==> src/rtl/lock_pkg.sv <==
// Shared state type and field widths for the cipher-lock session sequencer.
package lock_pkg;

   localparam int unsigned FAIL_W = 3;
   localparam int unsigned SEC_W  = 4;

   typedef enum logic [2:0] {
      StIdle,
      StEntry,
      StCheck,
      StOpen,
      StLockout
   } session_state_t;

endpackage

==> src/rtl/sec_tick.sv <==
// One-second prescaler. A cycle with clear asserted counts as the first cycle of
// a fresh second, so tick first fires TICK_CYC-1 cycles later.
module sec_tick #(
   parameter int unsigned TICK_CYC = 100_000_000
) (
   input  logic clk,
   input  logic rst,
   input  logic clear,
   output logic tick
);

   localparam int unsigned CNT_W = (TICK_CYC > 1) ? $clog2(TICK_CYC) : 1;
   localparam logic [CNT_W-1:0] CntLast = CNT_W'(TICK_CYC - 1);

   logic [CNT_W-1:0] cnt_q;
   logic [CNT_W-1:0] cnt_eff;

   always_comb begin
      cnt_eff = clear ? '0 : cnt_q;
      tick    = (cnt_eff == CntLast);
   end

   always_ff @(posedge clk or posedge rst) begin
      if (rst) begin
         cnt_q <= '0;
      end else begin
         cnt_q <= tick ? '0 : cnt_eff + CNT_W'(1);
      end
   end

endmodule

==> src/rtl/lock_session_ctrl.sv <==
// Session sequencer for the cipher lock: entry gating, inactivity timeout, compare
// requests, failure counting and timed lockout. AUTO_RELOCK_EN enables OPEN auto-relock.
module lock_session_ctrl
   import lock_pkg::*;
#(
   parameter int unsigned TICK_CYC    = 100_000_000,
   parameter int unsigned MAX_FAIL    = 3,
   parameter int unsigned IDLE_SEC    = 5,
   parameter int unsigned LOCKOUT_SEC = 10,
   parameter int unsigned OPEN_SEC    = 8
) (
   input  logic              clk,
   input  logic              rst,
   input  logic              key_valid,
   input  logic              ascertain,
   input  logic              relock,
   input  logic              match,
   output logic              cmp_req,
   output logic              clr_entry,
   output logic              entry_en,
   output logic              locked,
   output logic              unlocked,
   output logic              alarm,
   output logic [FAIL_W-1:0] fail_times,
   output logic [SEC_W-1:0]  remain_sec
);

   if (TICK_CYC == 0 || MAX_FAIL == 0 || MAX_FAIL > 7 || IDLE_SEC == 0 || IDLE_SEC > 15 ||
       LOCKOUT_SEC == 0 || LOCKOUT_SEC > 15 || OPEN_SEC > 15) begin : g_bad_param
      $error("lock_session_ctrl: parameter out of range");
   end

   localparam logic [SEC_W-1:0]  IdleLast = SEC_W'(IDLE_SEC - 1);
   localparam logic [SEC_W-1:0]  LockSec  = SEC_W'(LOCKOUT_SEC);
   localparam logic [FAIL_W-1:0] FailLast = FAIL_W'(MAX_FAIL - 1);
`ifdef AUTO_RELOCK_EN
   localparam logic [SEC_W-1:0]  OpenLast = SEC_W'(OPEN_SEC - 1);
`endif

   session_state_t   state_q;
   logic [SEC_W-1:0] sec_q;
   logic             restart_q;
   logic             tick;
   logic             tick_clr;

   // IDLE holds the prescaler clear so a key's own cycle starts the inactivity second.
   assign tick_clr = restart_q || (state_q == StIdle) || ((state_q == StEntry) && key_valid);

   sec_tick #(
      .TICK_CYC(TICK_CYC)
   ) u_sec_tick (
      .clk  (clk),
      .rst  (rst),
      .clear(tick_clr),
      .tick (tick)
   );

   always_ff @(posedge clk or posedge rst) begin
      if (rst) begin
         state_q    <= StIdle;
         sec_q      <= '0;
         restart_q  <= 1'b0;
         cmp_req    <= 1'b0;
         clr_entry  <= 1'b0;
         entry_en   <= 1'b1;
         locked     <= 1'b1;
         unlocked   <= 1'b0;
         alarm      <= 1'b0;
         fail_times <= '0;
         remain_sec <= '0;
      end else begin
         cmp_req   <= 1'b0;
         clr_entry <= 1'b0;
         restart_q <= 1'b0;
         unique case (state_q)
            StIdle: begin
               if (ascertain) begin
                  state_q   <= StCheck;
                  cmp_req   <= 1'b1;
                  restart_q <= 1'b1;
               end else if (key_valid) begin
                  state_q <= StEntry;
                  sec_q   <= '0;
               end
            end
            StEntry: begin
               if (ascertain) begin
                  state_q   <= StCheck;
                  cmp_req   <= 1'b1;
                  restart_q <= 1'b1;
               end else if (key_valid) begin
                  sec_q <= '0;
               end else if (tick) begin
                  if (sec_q == IdleLast) begin
                     state_q   <= StIdle;
                     clr_entry <= 1'b1;
                     restart_q <= 1'b1;
                  end else begin
                     sec_q <= sec_q + SEC_W'(1);
                  end
               end
            end
            StCheck: begin
               // First CHECK cycle carries cmp_req; match is valid on the second.
               if (!cmp_req) begin
                  clr_entry <= 1'b1;
                  restart_q <= 1'b1;
                  if (match) begin
                     state_q    <= StOpen;
                     fail_times <= '0;
                     sec_q      <= '0;
                     locked     <= 1'b0;
                     unlocked   <= 1'b1;
                     entry_en   <= 1'b0;
                  end else if (fail_times >= FailLast) begin
                     state_q    <= StLockout;
                     fail_times <= fail_times + FAIL_W'(1);
                     remain_sec <= LockSec;
                     alarm      <= 1'b1;
                     entry_en   <= 1'b0;
                  end else begin
                     state_q    <= StIdle;
                     fail_times <= fail_times + FAIL_W'(1);
                  end
               end
            end
            StOpen: begin
               if (relock) begin
                  state_q   <= StIdle;
                  restart_q <= 1'b1;
                  locked    <= 1'b1;
                  unlocked  <= 1'b0;
                  entry_en  <= 1'b1;
`ifdef AUTO_RELOCK_EN
               end else if (tick) begin
                  if (sec_q == OpenLast) begin
                     state_q   <= StIdle;
                     restart_q <= 1'b1;
                     locked    <= 1'b1;
                     unlocked  <= 1'b0;
                     entry_en  <= 1'b1;
                  end else begin
                     sec_q <= sec_q + SEC_W'(1);
                  end
`endif
               end
            end
            StLockout: begin
               if (tick) begin
                  remain_sec <= remain_sec - SEC_W'(1);
                  if (remain_sec == SEC_W'(1)) begin
                     state_q    <= StIdle;
                     restart_q  <= 1'b1;
                     fail_times <= '0;
                     alarm      <= 1'b0;
                     entry_en   <= 1'b1;
                  end
               end
            end
            default: state_q <= StIdle;
         endcase
      end
   end

endmodule

==> config.mk <==
export PLATFORM = sky130hd
export DESIGN_NAME = lock_session_ctrl
export DESIGN_NICKNAME = d
export VERILOG_FILES = /design/src/rtl/lock_pkg.sv /design/src/rtl/sec_tick.sv /design/src/rtl/lock_session_ctrl.sv
export SDC_FILE = /design/constraint.sdc
export NUM_CORES = 1
export LEC_CHECK = 0
export CAP_MARGIN = 10
export CORE_MARGIN = 5
export CORE_UTILIZATION = 54
export CTS_CLUSTER_SIZE = 8
export DETAILED_ROUTE_END_ITERATION = 8
export PLACE_DENSITY = 0.76
export SYNTH_ARGS = -nofsm -noshare
export SYNTH_HDL_FRONTEND = slang
export SYNTH_SLANG_ARGS = --single-unit
==> constraint.sdc <==
create_clock -name clk -period 6.9 [get_ports clk]
set_input_delay 1.035 -clock clk [delete_from_list [all_inputs] [get_ports clk]]
set_output_delay 1.035 -clock clk [all_outputs]
set_load 0.02 [all_outputs]
Word-level counts from Yosys, hierarchy flattened
Index checks and enable logic that the tools add are counted.
- shift operators: 0
- div/mod/pow operators: 0
- reductions and logical operators: 16
- multiply operators: 0
- add/sub/neg operators: 4
- magnitude comparators: 1
- equal/unequal tests: 24
- muxes and demuxes: 65
- bitwise operators: 0
- operator list (operator ; number):
    27-bit 2-to-1 mux ; 2
    4-bit 2-to-1 mux ; 12
    3-bit 2-to-1 mux ; 14
    27-bit by 1-bit adder with 27-bit output, second input constant ; 1
    27-bit == test, second input constant ; 1
    1-bit 2-to-1 mux ; 27
    2-bit inequality test, second input constant ; 9
    8-bit AND reduction ; 2
    3-bit case mux with 5 select lines ; 1
    3-bit inequality test, second input constant ; 4
    4-bit case mux with 3 select lines ; 1
    6-bit AND reduction ; 2
    3-bit by 2-bit inequality test with 1-bit output, second input constant ; 3
    1-bit case mux with 2 select lines ; 4
    4-bit case mux with 2 select lines ; 1
    4-bit AND reduction ; 2
    3-bit by 2-bit == test with 1-bit output, second input constant ; 2
    3-bit case mux with 2 select lines ; 1
    3-bit nonzero test ; 2
    1-bit case mux with 5 select lines ; 1
    5-bit AND reduction ; 1
    4-bit by 1-bit adder with 4-bit output, second input constant ; 1
    4-bit by 1-bit == test with 1-bit output, second input constant ; 1
    4-bit by 3-bit == test with 1-bit output, second input constant ; 1
    other kinds (12) ; 14
- latch bits: 0
- bits in read-only memories: 0
- bits in registers: 48
- bits in writable memories: 0
- word-level logic and storage cells: 122
- memories: 0

Longest topological paths before layout
Gate-level depths: netlist (run 1).
- word-level depth: 9
- mapped depth: 12
- gate-level depth less buffers: 9

Hierarchy
Synthesis (run 1) repeated with hierarchy kept, for this count alone.
- cells, all modules: 299
- area total of the unflattened synthesis: 2915.3 um2
- modules (own cells, without submodules) (module ; area an instance (um2) ; cells an instance ; times used):
    sec_tick ; 1636.6 ; 162 ; 1
    lock_session_ctrl ; 1278.7 ; 137 ; 1

Worst setup path after synthesis (run 1)
Ideal clock, no wire load.
- path kind: input to register
- from: input port key_valid
- to: register fail_times[0]
- arrival time: 3369 ps
- setup slack: 3411 ps
- cell stages on the path: 9
- required time: 6780 ps
- library setup time: 120 ps
- cells stage by stage: nand2b_2 a21oi_2 and2_1 ha_1 nand3_1 a2111o_1 nor4_4 nand2_1 a31o_2
- word-level cells in the longest chain between the ends: 6
- RTL lines (what ; line ; source):
    from (decl) ; lock_session_ctrl.sv:14 ; input logic key_valid,
    1-bit logical AND ; lock_session_ctrl.sv:47 ; assign tick_clr = restart_q || (state_q == StIdle) || ((state_q == StEntry) && key_valid);
    1-bit logical OR ; lock_session_ctrl.sv:47 ;
    27-bit 2-to-1 mux ; sec_tick.sv:19 ; cnt_eff = clear ? '0 : cnt_q;
    27-bit == test ; sec_tick.sv:20 ; tick = (cnt_eff == CntLast);
    2-bit by 1-bit inequality test with 1-bit output (no source line) ; n/a ;
    4-bit AND reduction (no source line) ; n/a ;
    to (signal assigned) ; lock_session_ctrl.sv:117 ; fail_times <= fail_times + FAIL_W'(1);
    to (signal assigned) ; lock_session_ctrl.sv:123 ; fail_times <= fail_times + FAIL_W'(1);
    to (decl) ; lock_session_ctrl.sv:24 ; output logic [FAIL_W-1:0] fail_times,
No other way between the ends.
A chain may end at the register's enable or synchronous reset.

Final worst setup path (run 1)
- from: input port key_valid
- to: register sec_q[0]
- word-level cells in the longest chain between the ends: 6
- elaborated cells between the ends (all ways): 11
- RTL lines (what ; line ; source):
    1-bit logical AND ; lock_session_ctrl.sv:47 ;
    1-bit logical OR ; lock_session_ctrl.sv:47 ;
    27-bit 2-to-1 mux ; sec_tick.sv:19 ;
    27-bit == test ; sec_tick.sv:20 ;
    3-bit by 2-bit inequality test with 1-bit output (no source line) ; n/a ;
    8-bit AND reduction (no source line) ; n/a ;
    to (signal assigned) ; lock_session_ctrl.sv:99 ; sec_q <= sec_q + SEC_W'(1);
    to (decl) ; lock_session_ctrl.sv:41 ; logic [SEC_W-1:0] sec_q;
Several ways; a longest one is shown, not always the timed one. The select of a mux whose other input is x is not followed.

==> results of run 1 <==
## Yosys cell counts (2+ instances only)
cell / number / share of area [%]
nand4_1: 11 / 2.4
or2_2: 3 / 0.66
nor3b_1: 3 / 0.79
nor2_1: 32 / 4.2
ha_1: 6 / 2.6
nand3b_1: 2 / 0.53
and4_1: 4 / 1.2
nand2b_1: 4 / 0.88
a21oi_1: 17 / 3.0
or3_1: 4 / 0.88
o211ai_1: 3 / 0.79
mux2_2: 2 / 0.79
nor3_1: 7 / 1.2
a2111oi_4: 2 / 1.9
buf_2: 2 / 0.35
a31oi_1: 4 / 0.88
nand2_1: 24 / 3.2
nor4_1: 4 / 0.88
and3_1: 2 / 0.44
dfrtp_1: 46 / 40
xnor2_1: 2 / 0.62
o31ai_1: 4 / 1.1
a2111oi_2: 2 / 1.1
a211oi_1: 4 / 1.1
o2111ai_1: 2 / 0.62
o21ai_0: 11 / 1.9
nand4_2: 3 / 1.3
inv_1: 13 / 1.7
a2111oi_0: 2 / 0.62
o22ai_1: 2 / 0.44
buf_4: 2 / 0.53
nand3_1: 12 / 2.1
nor2b_1: 8 / 1.8
and2_1: 3 / 0.66
dfstp_2: 2 / 1.8
xor2_1: 14 / 4.3
or4_1: 8 / 2.1
clkbuf_1: 4 / 0.53
## power by group through the flow
stage / clock network (mW) / registers (mW) / logic [mW]
2_1_floorplan: 0 / 0.416 / 0.251
3_3_place_gp: 0 / 0.406 / 0.378
3_5_place_dp: 0 / 0.409 / 0.388
4_1_cts: 0.185 / 0.405 / 0.391
5_1_grt: 0.194 / 0.414 / 0.429
6_report: 0.182 / 0.406 / 0.390
## how the worst max path moves through the flow
stage | slack [ps] | from | end
2_1_floorplan | 3410 | key_valid | fail_times[0]
3_3_place_gp | 2630 | key_valid | fail_times[0]
3_5_place_dp | 2490 | key_valid | u_sec_tick.cnt_q[7]
4_1_cts | 2770 | key_valid | sec_q[0]
5_1_grt | 2470 | key_valid | sec_q[1]
6_report | 2730 | key_valid | sec_q[0]
## routing by layer
metal	up-vias	GRT usage (%)	part of all wire (%)
li1	1151	-	-
met1	1182	27.7	46
met2	64	32.2	48
met3	6	3.15	5.1
met4	0	6.21	0.75
met5	-	0	0
## logic make-up after synthesis
family / synth area share, %
multiplexers: 1.14
flip-flops: 42.3
buffers and inverters: 3.12
AND/OR/NAND/NOR: 29.7
adder cells (fa/ha/maj): 2.64
XOR/XNOR: 4.92
AO/OA/AOI/OAI: 16.2
## critical path: stages
cell             delay, ps
clkdlybuf4s50_1        480
nand2b_2               320
a21oi_2                430
and2_1                 190
ha_1                   220
nand3_1                200
a2111oi_4              510
nand3_1                380
or3_1                  470
mux2i_1                140
## sequential cells by signal (all words and copies together), names as in the netlist
| name | count |
|---|---|
| u_sec_tick.cnt_q | 27 |
| remain_sec | 4 |
| sec_q | 4 |
| fail_times | 3 |
| state_q | 3 |
| alarm | 1 |
| clr_entry | 1 |
| cmp_req | 1 |
| entry_en | 1 |
| locked | 1 |
| restart_q | 1 |
| unlocked | 1 |
## per-stage QoR
stage / cells / utilization (%) / setup slack [ps]
5_1_grt: 390 / 62.3 / 2470
4_1_cts: 390 / 62.3 / 2770
2_1_floorplan: 301 / - / 3410
6_report: 390 / 62.3 / 2730
3_3_place_gp: 382 / 60.4 / 2630
3_5_place_dp: 382 / 60.4 / 2490
## layout by cell type, fill, tap and decap left out, types with 6 or more instances in the layout
master            n
nor3_1            7
xor2_1           14
a21oi_1          17
nand2_1          24
nand3_1          12
nor2b_1           8
nand4_1          11
clkdlybuf4s50_1  18
or4_1             8
inv_1            12
nor2_1           32
o21ai_0          11
dfrtp_1          46
clkbuf_8          7
ha_1              6
## cell type report
class / instances / area, um2 / area share [%]
clock buffer: 8 / 100 / 3.14
inverter: 13 / 48.8 / 1.53
multi-input combinational: 232 / 1560 / 48.9
sequential: 48 / 1200 / 37.8
tap: 70 / 87.6 / 2.75
timing repair buffer: 19 / 188 / 5.90
==> out/metrics.cfg, run 1 <==
[detailed_routing]
drt_wl_total_um=6360
avgRoutedWirePerCell_um=16.3
vias_per_cell=6.16
route.detailed.drc=0
ant_nets=0
dr.pass1.iters=4
drt_iter0_drc=172
via_count=2403

[logic_synthesis]
yosysSeqAreaShare_pct=42.3
synth-edff-count=0
postSynthCellCount=301
avgSynthCellArea_um2=9.46
synth-seq-cells=48
ys_warn_count=0
ys.flop_type=dfrtp_1
syn_area_um2=2850
synth_nets=313
synthArstFlopShare_pct=100
synth_cell_type_count=59

[sta]
drv_slew=0
max_slew_margin_pct=32.6
period_share_pct=60.5
setup_violations=0
whs_ps=498
fin_crit_ps=4170
finalHoldViolCount=0
fmax_mhz=240
skew_ps=10.1
final.setup.tns_ps=0
rsz0062_at_grt=no
tightest_slew_ps=1010

[clock_network]
cts_resized=0
clk-insertion-delay-late_ps=300
cts_buffer_depth=2
clk_pin_slew_worst_paths_ps=90
cts_tree=yes
cts-htree-levels=2
numCtsBuffers=5
post_cts_buffers=0
cts.sink_count=48
root_buffer=clkbuf_8
hold_buffers=0

[power_and_ir_drop]
p_seq_share_pct=41.5
p_per_area_nw_per_um2=307
p_comb_share_pct=39.9
leakagePower_nw=1.25
vdd_ir_drop_max_v=0.000164
clockPowerShare_pct=18.6
p_int_mw=0.577
p_sw_share_pct=41.0
power.switching_mw=0.401
power_mw=0.978

[critical_path]
worst_ep_required_time_ps=7120
r2r_slack_ps=3330
reg2regPathDepth=9
arrival_ps=4390
crit_path_end_kind=flop
setup.worst_path.class=in2reg
cp-start-kind=input pin
reg2reg_from=state_q[0]
r2r_end=sec_q[0]
crit_fanout=10

[job]
drv_cap=0

[layout]
num-fill-cells=434
nNetsFinal=331
stdcell_area_um2=3180
drive_gt1_share_pct=10.9
antenna_cells_inserted=0
syn_to_final_growth_pct=11.8

[worst_hold_path]
hold_depth=2
worstHoldStart=entry_en
hold_path.class=reg2reg
min_to=entry_en

[place]
gp_congestion=0.932
dp_hpwl_um=4600
placed_cell_area_um2=3080
io_buffers=18

[grt]
grt_start_max_net_pins=49
grt-ovfl-total=0
grt_pass1_wl_um=10700
track_usage_pct=20.0
antenna_found_initial=0
first_global_vias=2334

[floorplan]
dieWidth_um=82.6
dieArea_um2=6830
die_y_um=82.6
start_util_pct=55.8
core_area_um2=5110
row_count=26
pin_count=19

[status]
status=finished, final reports clean

Power figures use the tool's default switching activity.
==> run 2, diff against run 1 <==
==> constraint.sdc (replaced) <==
create_clock -name clk -period 4.4 [get_ports clk]
set_input_delay 0.66 -clock clk [delete_from_list [all_inputs] [get_ports clk]]
set_output_delay 0.66 -clock clk [all_outputs]
set_load 0.02 [all_outputs]
==> run 2 against run 1 <==
- sequential share of layout area barely moved
- utilization is essentially flat
- sequential power grew 55%
- first-iteration DRC count is 19% higher
- highest routed layer unchanged
==> out/metrics.cfg, run 2 (same netlist as run 1, synthesis figures left out) <==
[grt]
track_usage_pct=20.6  ; was 20.0%
antenna_found_initial=0  ; unchanged
grt-ovfl-total=0  ; unchanged
grt_start_max_net_pins=49  ; unchanged
first_global_vias=2281  ; was 2334
grt_pass1_wl_um=10800  ; was 10700 um

[power_and_ir_drop]
vdd_ir_drop_max_v=0.000259  ; was 0.000164 V
p_per_area_nw_per_um2=480  ; was 307 nW/um2
leakagePower_nw=1.25  ; about the same

[layout]
largest_reg_flops=27  ; unchanged
layout_common_cells=dfrtp_1, nor2_1, nand2_1, clkdlybuf4s50_1, a21oi_1  ; unchanged
regMostFlops=u_sec_tick.cnt_q  ; unchanged
nNetsFinal=332  ; was 331
num-fill-cells=464  ; was 434
stdcell_area_um2=3180  ; about the same
multi_input_area_um2=1560  ; unchanged
reg_top3=u_sec_tick.cnt_q x27, remain_sec x4, sec_q x4  ; unchanged
seq_area_um2=1200  ; unchanged
antenna_cells_inserted=0  ; unchanged
syn_to_final_growth_pct=11.7  ; was 11.8%
final_common_cell=dfrtp_1  ; unchanged
drive_gt1_share_pct=10.9  ; about the same
final_cell_count_no_fill=391  ; was 390

[clock_network]
cts_resized=0  ; unchanged
clk-insertion-delay-late_ps=300  ; about the same
cts-htree-levels=2  ; unchanged
cts_buffer_depth=2  ; unchanged
cts_tree=yes  ; unchanged
root_buffer=clkbuf_8  ; unchanged
numCtsBuffers=5  ; unchanged
clk_pin_slew_worst_paths_ps=80  ; was 90 ps
post_cts_buffers=0  ; unchanged
cts.sink_count=48  ; unchanged
hold_buffers=0  ; unchanged

[critical_path]
cpPeakStageDelay_ps=530  ; was 510 ps
endpoint=sec_q[0]  ; unchanged
setup.worst_path.class=in2reg  ; unchanged
path_buf_inv=1  ; unchanged
cp_cell_sequence=clkdlybuf4s50_1, nor2b_1, o21ai_0, nor2_1, ha_1, nand3_1, a2111oi_4, nand3_1, or3_1, mux2i_1  ; was clkdlybuf4s50_1, nand2b_2, a21oi_2, and2_1, ha_1, nand3_1, a2111oi_4, nand3_1, or3_1, mux2i_1
cp-start-kind=input pin  ; unchanged
arrival_ps=3810  ; was 4390 ps
r2r_slack_ps=930  ; was 3330 ps
cpMostUsedCell=nand3_1  ; unchanged
reg2regPathDepth=9  ; unchanged
path_depth=10  ; unchanged
r2r_end=sec_q[0]  ; unchanged
crit_family=simple AND/OR/NAND/NOR gates  ; unchanged
crit_fanout=8  ; was 10
reg2reg_from=state_q[0]  ; unchanged
cp_slowest_cell=a2111oi_4  ; unchanged
worst_ep_required_time_ps=4630  ; was 7120 ps
crit_path_end_kind=flop  ; unchanged
crit_start=key_valid  ; unchanged

[detailed_routing]
via_count=2363  ; was 2403
wl_met3_um=352  ; was 324 um
avgRoutedWirePerCell_um=16.0  ; was 16.3 um
met1Wirelength_um=2840  ; was 2960 um
vias_per_cell=6.04  ; was 6.16
drt_wl_total_um=6260  ; was 6360 um
dr.pass1.iters=5  ; was 4
top_layer=met4  ; unchanged
ant_nets=0  ; unchanged
route.detailed.drc=0  ; unchanged
drt_iter0_drc=205  ; was 172
route.met2.wl_um=2970  ; was 3030 um

[sta]
setup_ws_ps=821  ; was 2730 ps
drv_slew=0  ; unchanged
final.setup.tns_ps=0  ; unchanged
setup_violations=0  ; unchanged
fin_crit_ps=3580
rsz0062_at_grt=no  ; unchanged
max_slew_margin_pct=33.8  ; was 32.6%
fmax_mhz=279
period_share_pct=81.3
skew_ps=7.90  ; was 10.1 ps
tightest_slew_ps=991  ; was 1010 ps
finalHoldViolCount=0  ; unchanged

[place]
gp_congestion=0.822  ; was 0.932
dp_hpwl_um=4560  ; was 4600 um
placed_cell_area_um2=3090  ; was 3080 um2
io_buffers=18  ; unchanged
placedCellCount=383  ; was 382
dpl_worst_slack_ps=537  ; was 2490 ps

[job]
drv_cap=0  ; unchanged

[floorplan]
dieArea_um2=6830  ; unchanged
dieWidth_um=82.6  ; unchanged
die_y_um=82.6  ; unchanged
row_count=26  ; unchanged
core_area_um2=5110  ; unchanged
pin_count=19  ; unchanged
start_util_pct=55.8  ; unchanged

[status]
status=finished, final reports clean  ; unchanged

[worst_hold_path]
hold_path.class=reg2reg  ; unchanged

==> run 2: cell types whose count changed in the layout (fill, tap and decap cells not counted) <==
cell / previous run / this run
buf_4: 1 / 2
clkbuf_1: 1 / 2
clkbuf_8: 7 / 6
==> run 2: stage by stage <==
stage	hold slack [ps]	util [%]	power (mW)
2_1_floorplan	496	-	1.05
3_3_place_gp	468	60.5	1.25
3_5_place_dp	466	60.5	1.26
4_1_cts	485	62.3	1.54
5_1_grt	505	62.3	1.64
6_report	479	62.3	1.53
==> run 2: cell type report <==
| type | instances | share of cell area (%) |
|---|---|---|
| clock buffers | 8 | 2.83 |
| inverters | 13 | 1.53 |
| multi-input cells | 232 | 48.9 |
| flip-flops and latches | 48 | 37.8 |
| well taps | 70 | 2.75 |
| repair buffers | 20 | 6.14 |
==> run 2: how the worst min path moves through the flow <==
| stage | startpoint | to | cells after the start |
|---|---|---|---|
| 4_1_cts | alarm | alarm | 1 |
| 6_report | alarm | alarm | 1 |
| 5_1_grt | alarm | alarm | 1 |
| 2_1_floorplan | u_sec_tick.cnt_q[15] | u_sec_tick.cnt_q[15] | 2 |
| 3_3_place_gp | alarm | alarm | 1 |
| 3_5_place_dp | alarm | alarm | 1 |
==> run 2: routing by layer <==
metal / vias to the layer above / GRT usage [%]
met5: - / 0
met4: 0 / 7.03
met3: 9 / 4.12
met2: 59 / 33.3
met1: 1140 / 27.6
li1: 1155 / -
==> run 2: power breakdown <==
part	total (mW)	switching, mW	internal [mW]
sequential	0.631	0.111	0.520
clock	0.271	0.143	0.128
combinational	0.626	0.377	0.249
==> run 3, diff against run 2 <==
--- a/config.mk
+++ b/config.mk
@@ -7,10 +7,10 @@
 export LEC_CHECK = 0
 export CAP_MARGIN = 10
 export CORE_MARGIN = 5
-export CORE_UTILIZATION = 54
+export CORE_UTILIZATION = 53
 export CTS_CLUSTER_SIZE = 8
 export DETAILED_ROUTE_END_ITERATION = 8
-export PLACE_DENSITY = 0.76
+export PLACE_DENSITY = 0.78
 export SYNTH_ARGS = -nofsm -noshare
 export SYNTH_HDL_FRONTEND = slang
 export SYNTH_SLANG_ARGS = --single-unit
==> constraint.sdc (replaced) <==
create_clock -name clk -period 3.1 [get_ports clk]
set_input_delay 0.465 -clock clk [delete_from_list [all_inputs] [get_ports clk]]
set_output_delay 0.465 -clock clk [all_outputs]
set_load 0.02 [all_outputs]
==> run 3 against run 2 <==
- via count grew 3.4%
- total power rose by 47%
- utilization is 1.4 points higher
- clock power rose by 43%
- sequential power up 40%
- cell area rose by 3.6%
- first-iteration DRC count down 30%
- critical endpoint is now remain_sec[2]
==> out/metrics.cfg, run 3 (same netlist as run 1, synthesis figures left out) <==
[layout]
nNetsFinal=347  ; was 332
final_common_cell=dfrtp_1  ; unchanged
num-fill-cells=431  ; was 464
seq_area_um2=1200  ; unchanged
layout_common_cells=dfrtp_1, nor2_1, nand2_1, clkdlybuf4s50_1  ; was dfrtp_1, nor2_1, nand2_1, clkdlybuf4s50_1, a21oi_1
regMostFlops=u_sec_tick.cnt_q  ; unchanged
drive_gt1_share_pct=15.5  ; was 10.9%
final_cell_count_no_fill=406  ; was 391
stdcell_area_um2=3300  ; was 3180 um2
multi_input_area_um2=1560  ; unchanged
syn_to_final_growth_pct=15.7  ; was 11.7%
fin_util_pct=63.7  ; was 62.3%
antenna_cells_inserted=0  ; unchanged
reg_top3=u_sec_tick.cnt_q x27, remain_sec x4, sec_q x4  ; unchanged
largest_reg_flops=27  ; unchanged

[critical_path]
r2r_end=remain_sec[2]  ; was sec_q[0]
crit_fanout=5  ; was 8
reg2regPathDepth=9  ; unchanged
setup.worst_path.class=in2reg  ; unchanged
arrival_ps=3050  ; was 3810 ps
worst_ep_required_time_ps=3260  ; was 4630 ps
reg2reg_from=state_q[1]  ; was state_q[0]
cp-start-kind=input pin  ; unchanged
crit_path_end_kind=flop  ; unchanged
r2r_slack_ps=290  ; was 930 ps

[grt]
track_usage_pct=19.5  ; was 20.6%
first_global_vias=2322  ; was 2281
grt_start_max_net_pins=31  ; was 49
grt-ovfl-total=0  ; unchanged
grt_pass1_wl_um=11200  ; was 10800 um
antenna_found_initial=0  ; unchanged

[sta]
setup_ws_ps=214  ; was 821 ps
tightest_slew_ps=708  ; was 991 ps
max_slew_margin_pct=52.7  ; was 33.8%
fmax_mhz=347
whs_ps=441  ; was 479 ps
fin_crit_ps=2890
final.setup.tns_ps=0  ; unchanged
skew_ps=10.6  ; was 7.90 ps
rsz0062_at_grt=no  ; unchanged
setup_violations=0  ; unchanged
finalHoldViolCount=0  ; unchanged
drv_slew=0  ; unchanged
period_share_pct=93.1

[floorplan]
dieArea_um2=6940  ; was 6830 um2
pin_count=19  ; unchanged
row_count=26  ; unchanged
core_area_um2=5170  ; was 5110 um2
die_y_um=83.3  ; was 82.6 um
dieWidth_um=83.3  ; was 82.6 um
start_util_pct=55.1  ; was 55.8%

[clock_network]
cts-htree-levels=2  ; unchanged
root_buffer=clkbuf_8  ; unchanged
clk_pin_slew_worst_paths_ps=100  ; was 80 ps
post_cts_buffers=0  ; unchanged
cts_buffer_depth=2  ; unchanged
numCtsBuffers=5  ; unchanged
cts.sink_count=48  ; unchanged
cts_resized=0  ; unchanged
clk-insertion-delay-late_ps=300  ; about the same
cts_tree=yes  ; unchanged
hold_buffers=0  ; unchanged

[job]
drv_cap=0  ; unchanged

[worst_hold_path]
hold_path.class=in2async  ; was reg2reg

[detailed_routing]
avgRoutedWirePerCell_um=16.2  ; was 16.0 um
route.detailed.drc=0  ; unchanged
via_count=2444  ; was 2363
drt_wl_total_um=6590  ; was 6260 um
drt_iter0_drc=143  ; was 205
ant_nets=0  ; unchanged
vias_per_cell=6.02  ; was 6.04
dr.pass1.iters=5  ; unchanged

[power_and_ir_drop]
p_per_area_nw_per_um2=680  ; was 480 nW/um2
leakagePower_nw=1.32  ; was 1.25 nW
vdd_ir_drop_max_v=0.000494  ; was 0.000259 V
power_mw=2.24  ; was 1.53 mW

[place]
dp_hpwl_um=4870  ; was 4560 um
io_buffers=18  ; unchanged
placed_cell_area_um2=3200  ; was 3090 um2
placedCellCount=398  ; was 383
gp_congestion=0.839  ; was 0.822
dpl_worst_slack_ps=-108  ; was 537 ps

[status]
status=finished, final reports clean  ; unchanged

-- run 3: cell count changes in the layout (fill, tap and decap cells not counted) --
cell	change
buf_4	+15
clkbuf_1	-2
clkbuf_8	-1
clkinv_4	+1
clkinvlp_4	+2
-- run 3: cell type report --
type / count / area share (%)
sequential: 48 / 36.5
multi-input combinational: 232 / 47.2
clock inverter: 3 / 0.721
clock buffer: 5 / 2.09
inverter: 13 / 1.48
tap: 70 / 2.66
timing repair buffer: 35 / 9.34
-- run 3: layer usage --
layer  track usage, %  vias to the layer above  part of all wire [%]
li1                 -                     1185                     -
met1             26.1                     1201                    46
met2             31.9                       52                    49
met3             3.66                        6                   3.9
met4             5.94                        0                  0.90
met5                0                        -                     0
-- run 3: worst max-delay path by stage --
stage                           from       endpoint  slack [ps]  cells after the start
final                      key_valid  remain_sec[2]         210                     10
after global routing       key_valid  remain_sec[1]          10                     11
after CTS                  key_valid       sec_q[0]         180                     10
after detailed placement   key_valid       sec_q[0]        -110                     10
after global placement     key_valid  fail_times[0]          60                     10
after floorplan           state_q[2]  fail_times[0]         180                     11
-- run 3: worst max-delay path, cell delays in order --
cell and delay (ps):
clkdlybuf4s50_1 490, nor2b_1 200, o21ai_0 180, nor2_1 170, ha_1 200, nand3_1 190
a2111o_1 450, buf_4 180, o311ai_0 400, a31oi_1 130
-- run 3: report_power, final --
part	internal (mW)	switching (mW)
Combinational	0.398	0.570
Sequential	0.738	0.146
Clock	0.160	0.227
